--- config.mk ---
export PLATFORM = sky130hd
export DESIGN_NAME = odo_display
export DESIGN_NICKNAME = d
export VERILOG_FILES = /design/src/rtl/odo_display.sv
export SDC_FILE = /design/constraint.sdc
export NUM_CORES = 1
export LEC_CHECK = 0
export ABC_AREA = 1
export CAP_MARGIN = 5
export CORE_MARGIN = 1
export CORE_UTILIZATION = 60
export DETAILED_ROUTE_END_ITERATION = 8
export GPL_ROUTABILITY_DRIVEN = 0
export MAX_ROUTING_LAYER = met4
export PLACE_DENSITY_LB_ADDON = 0.2
export SETUP_SLACK_MARGIN = 0.3
export SLEW_MARGIN = 25
export SYNTH_ARGS = -nofsm -noshare
export SYNTH_HDL_FRONTEND = slang
export SYNTH_SLANG_ARGS = --single-unit
--- constraint.sdc ---
create_clock -name clock -period 4.24 [get_ports clock]
set_clock_uncertainty 0.05 [all_clocks]
set_input_delay 0.636 -clock clock [delete_from_list [all_inputs] [get_ports clock]]
set_output_delay 0.636 -clock clock [all_outputs]
set_load 0.03 [all_outputs]
--- src/rtl/odo_display.sv ---
// Odometer display reader: converts {odo_int, odo_point} to BCD on every change
// with a sequential double-dabble engine, then multiplexes the digits onto a 4-digit 7-seg display.
module odo_display #(
    parameter int unsigned REFRESH_DIV = 1000
) (
    input  logic       clock,
    input  logic       nRst,
    input  logic [9:0] odo_int,
    input  logic [3:0] odo_point,
    output logic       busy,
    output logic [3:0] bcd_h,
    output logic [3:0] bcd_t,
    output logic [3:0] bcd_u,
    output logic [3:0] bcd_f,
    output logic [3:0] digit_en,
    output logic [6:0] seg,
    output logic       dp
);

    typedef enum logic [1:0] {IDLE, SHIFT, COMMIT} state_t;

    state_t      state_reg;
    logic [13:0] last_reg;
    logic [9:0]  bin_reg;
    logic [11:0] bcd_reg;
    logic [3:0]  iter_reg;
    logic [15:0] refresh_reg;

    logic [11:0] bcd_adj;
    logic [7:0]  frac_x10;
    logic        clamp;
    logic [3:0]  digit_next;
    logic [3:0]  sel_digit;
    logic        sel_blank;
    logic [6:0]  seg_next;

    // Add-3 correction applied to every nibble before each shift
    for (genvar gi = 0; gi < 3; gi++) begin : g_adj
        assign bcd_adj[gi*4 +: 4] = (bcd_reg[gi*4 +: 4] >= 4'd5) ?
                                    bcd_reg[gi*4 +: 4] + 4'd3 : bcd_reg[gi*4 +: 4];
    end

    assign frac_x10   = {4'd0, last_reg[3:0]} * 8'd10;
    assign clamp      = last_reg[13:4] > 10'd999;
    assign digit_next = {digit_en[2:0], digit_en[3]};

    function automatic logic [6:0] seg_decode(input logic [3:0] d);
        case (d)
            4'd0:    seg_decode = 7'h3F;
            4'd1:    seg_decode = 7'h06;
            4'd2:    seg_decode = 7'h5B;
            4'd3:    seg_decode = 7'h4F;
            4'd4:    seg_decode = 7'h66;
            4'd5:    seg_decode = 7'h6D;
            4'd6:    seg_decode = 7'h7D;
            4'd7:    seg_decode = 7'h07;
            4'd8:    seg_decode = 7'h7F;
            4'd9:    seg_decode = 7'h6F;
            default: seg_decode = 7'h00;
        endcase
    endfunction

    // Digit about to be selected on the next refresh wrap, with leading-zero blanking
    always_comb begin
        sel_digit = bcd_f;
        sel_blank = 1'b0;
        case (digit_next)
            4'b0010: sel_digit = bcd_u;
            4'b0100: begin
                sel_digit = bcd_t;
                sel_blank = (bcd_h == 4'd0) && (bcd_t == 4'd0);
            end
            4'b1000: begin
                sel_digit = bcd_h;
                sel_blank = (bcd_h == 4'd0);
            end
            default: sel_digit = bcd_f;
        endcase
        seg_next = sel_blank ? 7'h00 : seg_decode(sel_digit);
    end

    always_ff @(posedge clock or negedge nRst) begin
        if (!nRst) begin
            state_reg <= IDLE;
            last_reg  <= '0;
            bin_reg   <= '0;
            bcd_reg   <= '0;
            iter_reg  <= '0;
            busy      <= 1'b0;
            bcd_h     <= '0;
            bcd_t     <= '0;
            bcd_u     <= '0;
            bcd_f     <= '0;
        end else begin
            case (state_reg)
                IDLE: begin
                    if ({odo_int, odo_point} != last_reg) begin
                        last_reg  <= {odo_int, odo_point};
                        bin_reg   <= odo_int;
                        bcd_reg   <= '0;
                        iter_reg  <= '0;
                        busy      <= 1'b1;
                        state_reg <= SHIFT;
                    end
                end
                SHIFT: begin
                    bcd_reg  <= {bcd_adj[10:0], bin_reg[9]};
                    bin_reg  <= {bin_reg[8:0], 1'b0};
                    iter_reg <= iter_reg + 4'd1;
                    if (iter_reg == 4'd9) begin
                        state_reg <= COMMIT;
                    end
                end
                COMMIT: begin
                    if (clamp) begin
                        bcd_h <= 4'd9;
                        bcd_t <= 4'd9;
                        bcd_u <= 4'd9;
                        bcd_f <= 4'd9;
                    end else begin
                        bcd_h <= bcd_reg[11:8];
                        bcd_t <= bcd_reg[7:4];
                        bcd_u <= bcd_reg[3:0];
                        bcd_f <= frac_x10[7:4];
                    end
                    busy      <= 1'b0;
                    state_reg <= IDLE;
                end
                default: begin
                    busy      <= 1'b0;
                    state_reg <= IDLE;
                end
            endcase
        end
    end

    // Refresh multiplexer: seg/dp are loaded together with digit_en on each wrap
    always_ff @(posedge clock or negedge nRst) begin
        if (!nRst) begin
            refresh_reg <= '0;
            digit_en    <= 4'b0001;
            seg         <= 7'h3F;
            dp          <= 1'b0;
        end else if (refresh_reg == 16'(REFRESH_DIV - 1)) begin
            refresh_reg <= '0;
            digit_en    <= digit_next;
            seg         <= seg_next;
            dp          <= digit_next[1];
        end else begin
            refresh_reg <= refresh_reg + 16'd1;
        end
    end

endmodule

# Word level (Yosys, flattened, before mapping)
# Memory sizes are Yosys's and may differ from the RTL's.
# Index checks and enable logic that the tools add are counted.
[totals]
register_bits = 87
romBits = 112
out_inout_bits = 29
mem_count = 1
[classes]
add_sub_neg = 5
n_mul = 1
magnitude_cmp = 4
n_eq_ne = 10
n_mux = 22
bitwise = 1
reduce_logical = 9
[mem_list]
columns = ["memory", "words", "width", "read_ports", "rd_clocked_by_memory_dff", "wr", "line", "rtl"]
rows = [
  ["(name not given)", 16, 7, 1, 0, 0, "48", "case (d)"],
]
[ops]
columns = ["operator", "count"]
rows = [
  ["4-bit 2-to-1 mux", 7],
  ["12-bit case mux with 2 select lines", 1],
  ["10-bit case mux with 2 select lines", 1],
  ["16-bit by 1-bit adder with 16-bit output (second input constant)", 1],
  ["16-bit by 10-bit == test with 1-bit output (second input constant)", 1],
  ["16-bit 2-to-1 mux", 1],
  ["14-bit != test", 1],
  ["4-bit by 3-bit greater-or-equal comparator with 1-bit output (second input constant)", 3],
  ["12-bit 2-to-1 mux", 1],
  ["4-bit case mux with 3 select lines", 1],
  ["10-bit > comparator (second input constant)", 1],
  ["10-bit 2-to-1 mux", 1],
  ["4-bit by 2-bit adder with 4-bit output (second input constant)", 2],
  ["4-bit == test (second input constant)", 2],
  ["4-bit zero test", 2],
  ["4-bit case mux with 2 select lines", 1],
  ["2-bit AND reduction", 4],
  ["4-bit by 3-bit multiplier with 7-bit output (second input constant)", 1],
  ["7-bit 2-to-1 mux", 1],
  ["4-bit by 1-bit adder with 4-bit output (second input constant)", 1],
  ["4-bit by 2-bit == test with 1-bit output (second input constant)", 1],
  ["4-bit by 3-bit == test with 1-bit output (second input constant)", 1],
  ["2-bit 2-to-1 mux", 2],
  ["2-bit != test (second input constant)", 2],
  ["11 further kinds", 12],
]

# Logic depth before layout (Yosys ltp)
# Gate-level depths: netlist of run 1.
[logic_depth]
depth_word = 4
ltp_mapped = 14
mapped_depth_nobuf = 14

# Worst setup path after synthesis of run 1
# Ideal clock, no wire load.
[synth_path]
kind = "register to register"
from = "reg digit_en[0]"
to = "reg seg[0]"
setup_ns = 0.060
arrival_ns = 1.959
path_slack_ns = 2.171
stages_incl_launch_ff = 13
n_path_buf = 0
synth_period_minus_slack_ns = 2.069
cell_sequence = "dfstp_2 > inv_1 > nor2_2 > nand2_2 > nand2_2 > nor3_1 > nor2_1 > inv_1 > ha_1 > nand3b_1 > nand3_1 > nand3_1 > nand2_1"
[synth_via]
elab_chain_len = 4
word_cells_on_any_way = 7
cone_classes = "eq/ne (3); mux (3); memory (1)"
[synth_lines]
columns = ["item", "line", "rtl"]
rows = [
  ["start, declared", "15", "output logic [3:0] digit_en,"],
  ["start signal, assigned", "146", "digit_en <= digit_next;"],
  ["4-bit == test (tied with other cells)", "67", "case (digit_next)"],
  ["4-bit case mux with 3 select lines", "67", ""],
  ["memory read 16 x 7 bit", "n/a", ""],
  ["7-bit 2-to-1 mux (*)", "79", "seg_next = sel_blank ? 7'h00 : seg_decode(sel_digit);"],
  ["end signal, assigned", "147", "seg <= seg_next;"],
  ["end, declared", "16", "output logic [6:0] seg,"],
]
# Mark *: on every way between the ends. The rest lies on a longest branch, timed or not.
# A chain may end at the register's enable or synchronous reset.

# Final worst setup path of run 1
[layout_path]
from = "in odo_int[5]"
to = "reg bin_reg[6]"
[layout_via]
elab_chain_len = 3
[layout_lines]
columns = ["item", "line", "rtl"]
rows = [
  ["start, declared", "8", "input logic [9:0] odo_int,"],
  ["14-bit != test", "97", "if ({odo_int, odo_point} != last_reg) begin"],
  ["2-bit != test (no source line)", "n/a", ""],
  ["2-bit AND reduction (no source line)", "n/a", ""],
  ["end signal, assigned", "99", "bin_reg <= odo_int;"],
  ["end signal, assigned", "108", "bin_reg <= {bin_reg[8:0], 1'b0};"],
  ["end, declared", "24", "logic [9:0] bin_reg;"],
]
# Every way passes these cells.

==> metrics.md, run 1 <==
| Metric | Value |
|---|---|
| Req. time, crit path | `4440 ps` |
| Adder-Cell Fraction of Synth Area | `0.0501` |
| Period utilization | `0.563` |
| Worst-Skew Late Latency | `360 ps` |
| Yosys warns | `0` |
| R2r startpoint | `digit_en[0]` |
| Diode count | `0` |
| Synth async-reset ratio | `1.00` |
| Met1 Track Usage GR | `0.316` |
| GR peak layer | `met2` |
| Hold-fix buffers at CTS | `0` |
| Post-CTS setup buffer count | `0` |
| Largest net degree at the start of global routing | `61` |
| Worst-path clk slew | `100 ps` |
| CTS Root Cell | `clkbuf_8` |
| # rows | `31` |
| Starting density of the core | `0.631` |
| Place WS | `1490 ps` |
| Post-synth EDFFs | `0` |
| Port bufs | `44` |
| Post-route ant nets | `0` |
| Worst Hold Margin | `270 ps` |
| Final setup margin | `1850 ps` |
| Total Neg Setup Slack | `0 ps` |
| Initial DRC Count | `278` |
| Core Footprint | `7370 µm²` |
| FF-to-FF path depth | `12` |
| Final Hold Vio Count | `0` |
| Crit path kind | `in -> reg` |
| Mapped Nets | `616` |
| Largest cells by area after synthesis | `dfrtp_1 43%, nand2_1 11%, nand3_1 7.2%` |
| TritonCTS Buffers | `9` |
| Top cell type's share of synthesized area | `0.425` |
| Area leader, netlist | `dfrtp_1` |
| Main combinational cell family by area after synthesis | `simple AND/OR/NAND/NOR gates` |
| Final worst path period need | `2390 ps` |
| Share of layout cells above drive strength 1 | `0.0951` |
| Flop2flop setup slack | `2000 ps` |
| Mapped cell area | `4650 µm²` |
| Met2 Usage GRT | `0.420` |
| I/O pin cnt | `45` |
| DRT Pass-1 Iters | `4` |
| Crit Reg-Reg Endpoint | `seg[0]` |
| Power Density | `638 nW/µm²` |
| DRC | `0` |
| First-pass GRT wire length | `16500 µm` |
| Final count of pins violating max slew | `0` |
| Vias in the first global route | `3753` |
| Largest register FFs | `16` |
| Die height | `90.0 µm` |
| Final-report setup violation count | `0` |
| TritonCTS clock tree | `done` |
| RSZ-0062 raised after global routing | `no` |
| Die Wd | `90.0 µm` |
| Synth Instances | `582` |
| Commonest non-fill, non-tap cell in the layout | `nand2_1` |
| Clock sinks | `86` |
| Detailed placer's ending HPWL | `6860 µm` |
| Leakage power total | `2.63 nW` |
| CP Capture Type | `register` |
| Max-cap violations | `0` |
| Number of H-tree levels | `3` |
| Simple-gate portion of the synthesized area | `0.274` |
| GRT met3 Usage | `0.0338` |
| Post-synthesis xor/xnor area fraction | `0.0245` |
| Vias per inst | `5.31` |
| Max Clk Rate | `0.419 GHz` |
| Critical Path AT | `2580 ps` |
| Post-synth top flop | `dfrtp_1` |
| Fin area | `5310 µm²` |
| CP Max Fanout | `55` |
| Library cells used by synthesis | `37` |
| Vias post-DR | `3879` |
| Register area share after synthesis | `0.465` |
| Startpoint types | `input port` |
| Tightest Pin Transition | `855 ps` |
| Syn Area/Cell | `7.99 µm²` |
| Multiplexer share of the synthesized area | `0` |
| Relative slew slack | `0.428` |
| Average wire per standard cell | `12.8 µm` |
| Post-Route Utilization | `0.721` |
| Clock tree buffer depth | `2` |
| Hold Crit Class | `in -> async` |
| Leading cell types in the layout, fill and taps excluded | `137 x nand2_1, 79 x dfrtp_1, 75 x inv_1` |
| Tot GR Track Use | `0.258` |
| Status | `finished, final reports clean` |
| Complex-gate fraction of the synthesized area | `0.0993` |
| CTS resizes | `0` |
| # nets final | `660` |
| Synthesized flop and latch total | `86` |
| Layout area overhead | `14.2%` |
| Antenna violations before repair | `0` |
| Maximum vdd ir drop | `0.355 mV` |
| Final WL | `9370 µm` |
| Die area | `8110 µm²` |
| Post-DP Area | `5140 µm²` |
| Global route overflow | `0` |
[cell families after synthesis]
kind of cell             after synthesis
AO/OA/AOI/OAI                         85
XOR/XNOR                              13
adder cells (fa/ha/maj)               18
buffers and inverters                 96
flip-flops                            86
AND/OR/NAND/NOR                      284
[where the power goes]
part	total (mW)	internal, mW	switching (mW)	leakage (nW)
Combinational	1.53	0.590	0.938	1.48
Clock	0.521	0.214	0.307	0.0816
Sequential	1.34	1.09	0.250	1.06
[how the worst max path moves through the flow]
stage	cells after the start	slack, ps	from	endpoint
after floorplan	12	2170	digit_en[0]	seg[0]
after global placement	12	1570	odo_int[5]	bin_reg[7]
after detailed placement	12	1490	odo_int[5]	bin_reg[6]
after CTS	12	1870	odo_int[5]	bin_reg[6]
after global routing	12	1660	odo_int[5]	bin_reg[6]
final	12	1850	odo_int[5]	bin_reg[6]
[routing by layer]
| metal | up-vias | part of all wire |
|---|---|---|
| met3 | 21 | 0.042 |
| met5 | - | 0 |
| met4 | 0 | 0.025 |
| met2 | 97 | 0.49 |
| met1 | 1807 | 0.45 |
| li1 | 1954 | - |
[cells in the mapped netlist, types with 6 or more instances]
library cell  number
inv_1             75
nand2_2            9
ha_1              17
o21ai_0           34
xnor2_1            7
dfstp_2            7
xor2_1             6
nand2_1          137
nor3_1            10
dfrtp_1           79
nor2_2             6
a21oi_1           25
nor2_1            40
nand3_1           67
o21ai_1           12
inv_2              6
[metrics by stage]
| step | power, mW | std cells |
|---|---|---|
| 5_1_grt | 3.66 | 730 |
| 4_1_cts | 3.41 | 730 |
| 6_report | 3.39 | 730 |
| 2_1_floorplan | 2.44 | 582 |
| 3_5_place_dp | 2.88 | 714 |
| 3_3_place_gp | 2.80 | 714 |
[cell type report]
cell class	count	area (µm²)
flip-flops and latches	86	2160
multi-input cells	400	2080
fillers	590	2060
repair buffers	47	460
inverters	82	308
clock buffers	9	124
well taps	99	124
clock inverters	7	50.0
[critical path, cell delays in order]
cell and delay (ps):
clkdlybuf4s50_1 480, inv_1 60, nand2_1 50, nand2_1 50
nor3_1 140, nand3_1 100, nor2_1 120, nand2_2 90
nand2_4 410, nand2_2 230, nand2_1 110, nand2_1 50
Note: power is estimated with default switching activity, not from simulation.
==> run 2: changes to the inputs <==
--- a/config.mk
+++ b/config.mk
@@ -8,7 +8,7 @@
 export ABC_AREA = 1
 export CAP_MARGIN = 5
 export CORE_MARGIN = 1
-export CORE_UTILIZATION = 60
+export CORE_UTILIZATION = 57
 export DETAILED_ROUTE_END_ITERATION = 8
 export GPL_ROUTABILITY_DRIVEN = 0
 export MAX_ROUTING_LAYER = met4
==> constraint.sdc (replaced) <==
create_clock -name clock -period 2.2 [get_ports clock]
set_clock_uncertainty 0.05 [all_clocks]
set_input_delay 0.33 -clock clock [delete_from_list [all_inputs] [get_ports clock]]
set_output_delay 0.33 -clock clock [all_outputs]
set_load 0.03 [all_outputs]
==> run 2 against run 1 <==
- non-clock buffer count increased by 25
- clock power up 110%
- cell count is 3.8% higher
- worst hold slack better by 140 ps
- setup slack lost 1600 ps
- die area is 5.1% higher
- critical endpoint is now seg[3]
- routed wire length grew 12%
- design area grew 6.6%
- clock-buffer cell count increased by 2
- sequential share of layout area decreased by 2.4 points
==> metrics.md, run 2 (synthesis gave the netlist of run 1 again) <==
| Metric | Value |
|---|---|
| CP Capture Point | `seg[3]` |
| Vias per inst | `5.42 (+2.1%)` |
| Final worst path period need | `1990 ps` |
| Tot GR Track Use | `0.255 (-0.00316)` |
| Worst Hold Margin | `414 ps (+144 ps)` |
| DRC | `0 (unchanged)` |
| Clock tree buffer depth | `2 (unchanged)` |
| GRT met3 Usage | `0.0402 (+0.00639)` |
| Largest net degree at the start of global routing | `49 (-20%)` |
| Starting density of the core | `0.596 (-0.0354)` |
| Leading cell types in the layout, fill and taps excluded | `134 x nand2_1, 75 x dfrtp_1, 71 x inv_1` |
| Hold Crit Class | `reg -> reg` |
| First-pass GRT wire length | `16800 µm (+2.1%)` |
| Diode count | `0 (unchanged)` |
| Clk pwr share | `0.163 (+0.009)` |
| Final Hold Vio Count | `0 (unchanged)` |
| Max-cap violations | `0 (unchanged)` |
| Met1 Track Usage GR | `0.310 (-0.00540)` |
| Vias post-DR | `4112 (+6.0%)` |
| Post-route ant nets | `0 (unchanged)` |
| Initial DRC Count | `237 (-15%)` |
| Critical Path AT | `2240 ps (-340 ps)` |
| Final-report setup violation count | `0 (unchanged)` |
| Core Footprint | `7810 µm² (+5.9%)` |
| Filler instances | `595 (+0.85%)` |
| Post-Route Utilization | `0.725 (+0.00477)` |
| Combinational share of power | `0.461 (+0.010)` |
| R2r startpoint | `digit_en[0]` |
| Switch share | `0.429 (-0.0118)` |
| Reg power frac | `0.376 (-0.020)` |
| Crit Reg-Reg Endpoint | `seg[3]` |
| RSZ-0062 raised after global routing | `yes` |
| Max Clk Rate | `0.502 GHz` |
| CTS Root Cell | `clkbuf_8` |
| Clock sinks | `86 (unchanged)` |
| CP Max Fanout | `4 (-93%)` |
| Die Wd | `92.3 µm (+2.5%)` |
| Met2 Usage GRT | `0.434 (+0.0135)` |
| CP Launch Point | `digit_en[0]` |
| Commonest non-fill, non-tap cell in the layout | `nand2_1` |
| GR peak layer | `met2` |
| FF-to-FF path depth | `14 (+2)` |
| Port bufs | `44 (unchanged)` |
| Number of H-tree levels | `3 (unchanged)` |
| Worst-Skew Late Latency | `360 ps (about the same)` |
| P_int | `3.94 mW (+110%)` |
| Average wire per standard cell | `13.8 µm (+7.7%)` |
| Leakage power total | `2.84 nW (+8.2%)` |
| Die area | `8520 µm² (+5.1%)` |
| CP Capture Type | `register` |
| Flop2flop setup slack | `210 ps (-1790 ps)` |
| TritonCTS Buffers | `9 (unchanged)` |
| Status | `finished, final reports clean` |
| # rows | `32 (+3.2%)` |
| Detailed placer's ending HPWL | `7070 µm (+3.1%)` |
| Tightest Pin Transition | `637 ps (-218 ps)` |
| Relative slew slack | `0.573 (+0.145)` |
| Die height | `92.3 µm (+2.5%)` |
| I/O pin cnt | `45 (unchanged)` |
| # nets final | `685 (+3.8%)` |
| Final WL | `10500 µm (+12%)` |
| Total Neg Setup Slack | `0 ps (unchanged)` |
| Power Density | `1220 nW/µm² (+91%)` |
| TritonCTS clock tree | `done` |
| Share of layout cells above drive strength 1 | `0.162 (+0.0665)` |
| Antenna violations before repair | `0 (unchanged)` |
| Req. time, crit path | `2450 ps (-1990 ps)` |
| Period utilization | `0.906` |
| Startpoint types | `register` |
| Final Power | `6.91 mW (+100%)` |
| DRT Pass-1 Iters | `5 (+1)` |
| Layout area overhead | `21.8%` |
| Largest register FFs | `16 (unchanged)` |
| Final count of pins violating max slew | `0 (unchanged)` |
| Global route overflow | `0 (unchanged)` |
| Vias in the first global route | `3761 (+0.21%)` |
| Maximum vdd ir drop | `0.757 mV (+110%)` |
| Crit path kind | `reg -> reg` |
| Worst-path clk slew | `90 ps (about the same)` |
| Net Sw Power | `2.96 mW (+98%)` |
run 2: cell types whose count changed in the layout (fill, tap and decap cells not counted), sizes merged, moves of 2 or more:
cell	change
clkbuf	+2
buf	+24
dlygate4sd2	+8
clkdlybuf4s50	-9
run 2: routing by layer:
metal	routed length (µm)	up-vias
li1	-	2008
met1	4450	1945
met3	491	27
met2	5320	132
met4	208	0
met5	0	-
run 2: timing repair:
| action | 4_1_cts | 5_1_grt |
|---|---|---|
| buffers inserted | 9 | 12 |
| cloned | 0 | 0 |
| hold buffers | 1 | 0 |
| endpoints found under the hold margin | 31 | 0 |
| endpoints found under the setup margin | 16 | 21 |
| pin swaps | 5 | 16 |
| gates resized for setup | 13 | 25 |
run 2: how the worst min path moves through the flow:
| stage | depth (start not counted) | to | slack [ps] | startpoint |
|---|---|---|---|---|
| after global routing | 1 | refresh_reg[0] | 450 | refresh_reg[0] |
| after CTS | 2 | seg[0] | 420 | seg[0] |
| after detailed placement | 1 | refresh_reg[10] | 290 | nRst |
| final | 1 | refresh_reg[0] | 410 | refresh_reg[0] |
| after floorplan | 0 | bcd_f[0] | -20 | nRst |
| after global placement | 1 | refresh_reg[10] | 280 | nRst |
run 2: critical path, cell delays in order, from the launching register on:
cell and delay [ps]:
dfstp_2 580, inv_2 60, nor2_4 120, nand2_2 90
nand2_4 120, nor2_4 70, nand2_4 80, inv_2 40
nor2_4 130, ha_1 260, inv_2 60, nand2_2 60
nand3_2 70, nand3_1 60, nand2_1 60
run 2: power by group through the flow:
stage | registers [mW] | clock network (mW) | logic, mW
CTS | 2.58 | 1.14 | 3.05
global placement | 2.58 | 0 | 2.86
floorplan | 2.77 | 0 | 1.94
detailed placement | 2.60 | 0 | 3.00
global route | 2.66 | 1.21 | 3.56
finish | 2.60 | 1.12 | 3.18
run 2: cell type report:
cell class,instances,area [µm²],share of cell area
repair buffers,72,672,0.119
inverters,82,310,0.0548
clock inverters,5,58.8,0.0104
flip-flops and latches,86,2170,0.382
well taps,102,128,0.0225
clock buffers,11,141,0.0250
multi-input cells,400,2190,0.386
run 2: through the flow:
stage	std cells	setup WS, ps	cell area [µm²]
CTS	746	235	5490
global placement	720	201	5200
global route	758	90.9	5660
detailed placement	720	107	5200
finish	758	207	5660
floorplan	582	266	4670
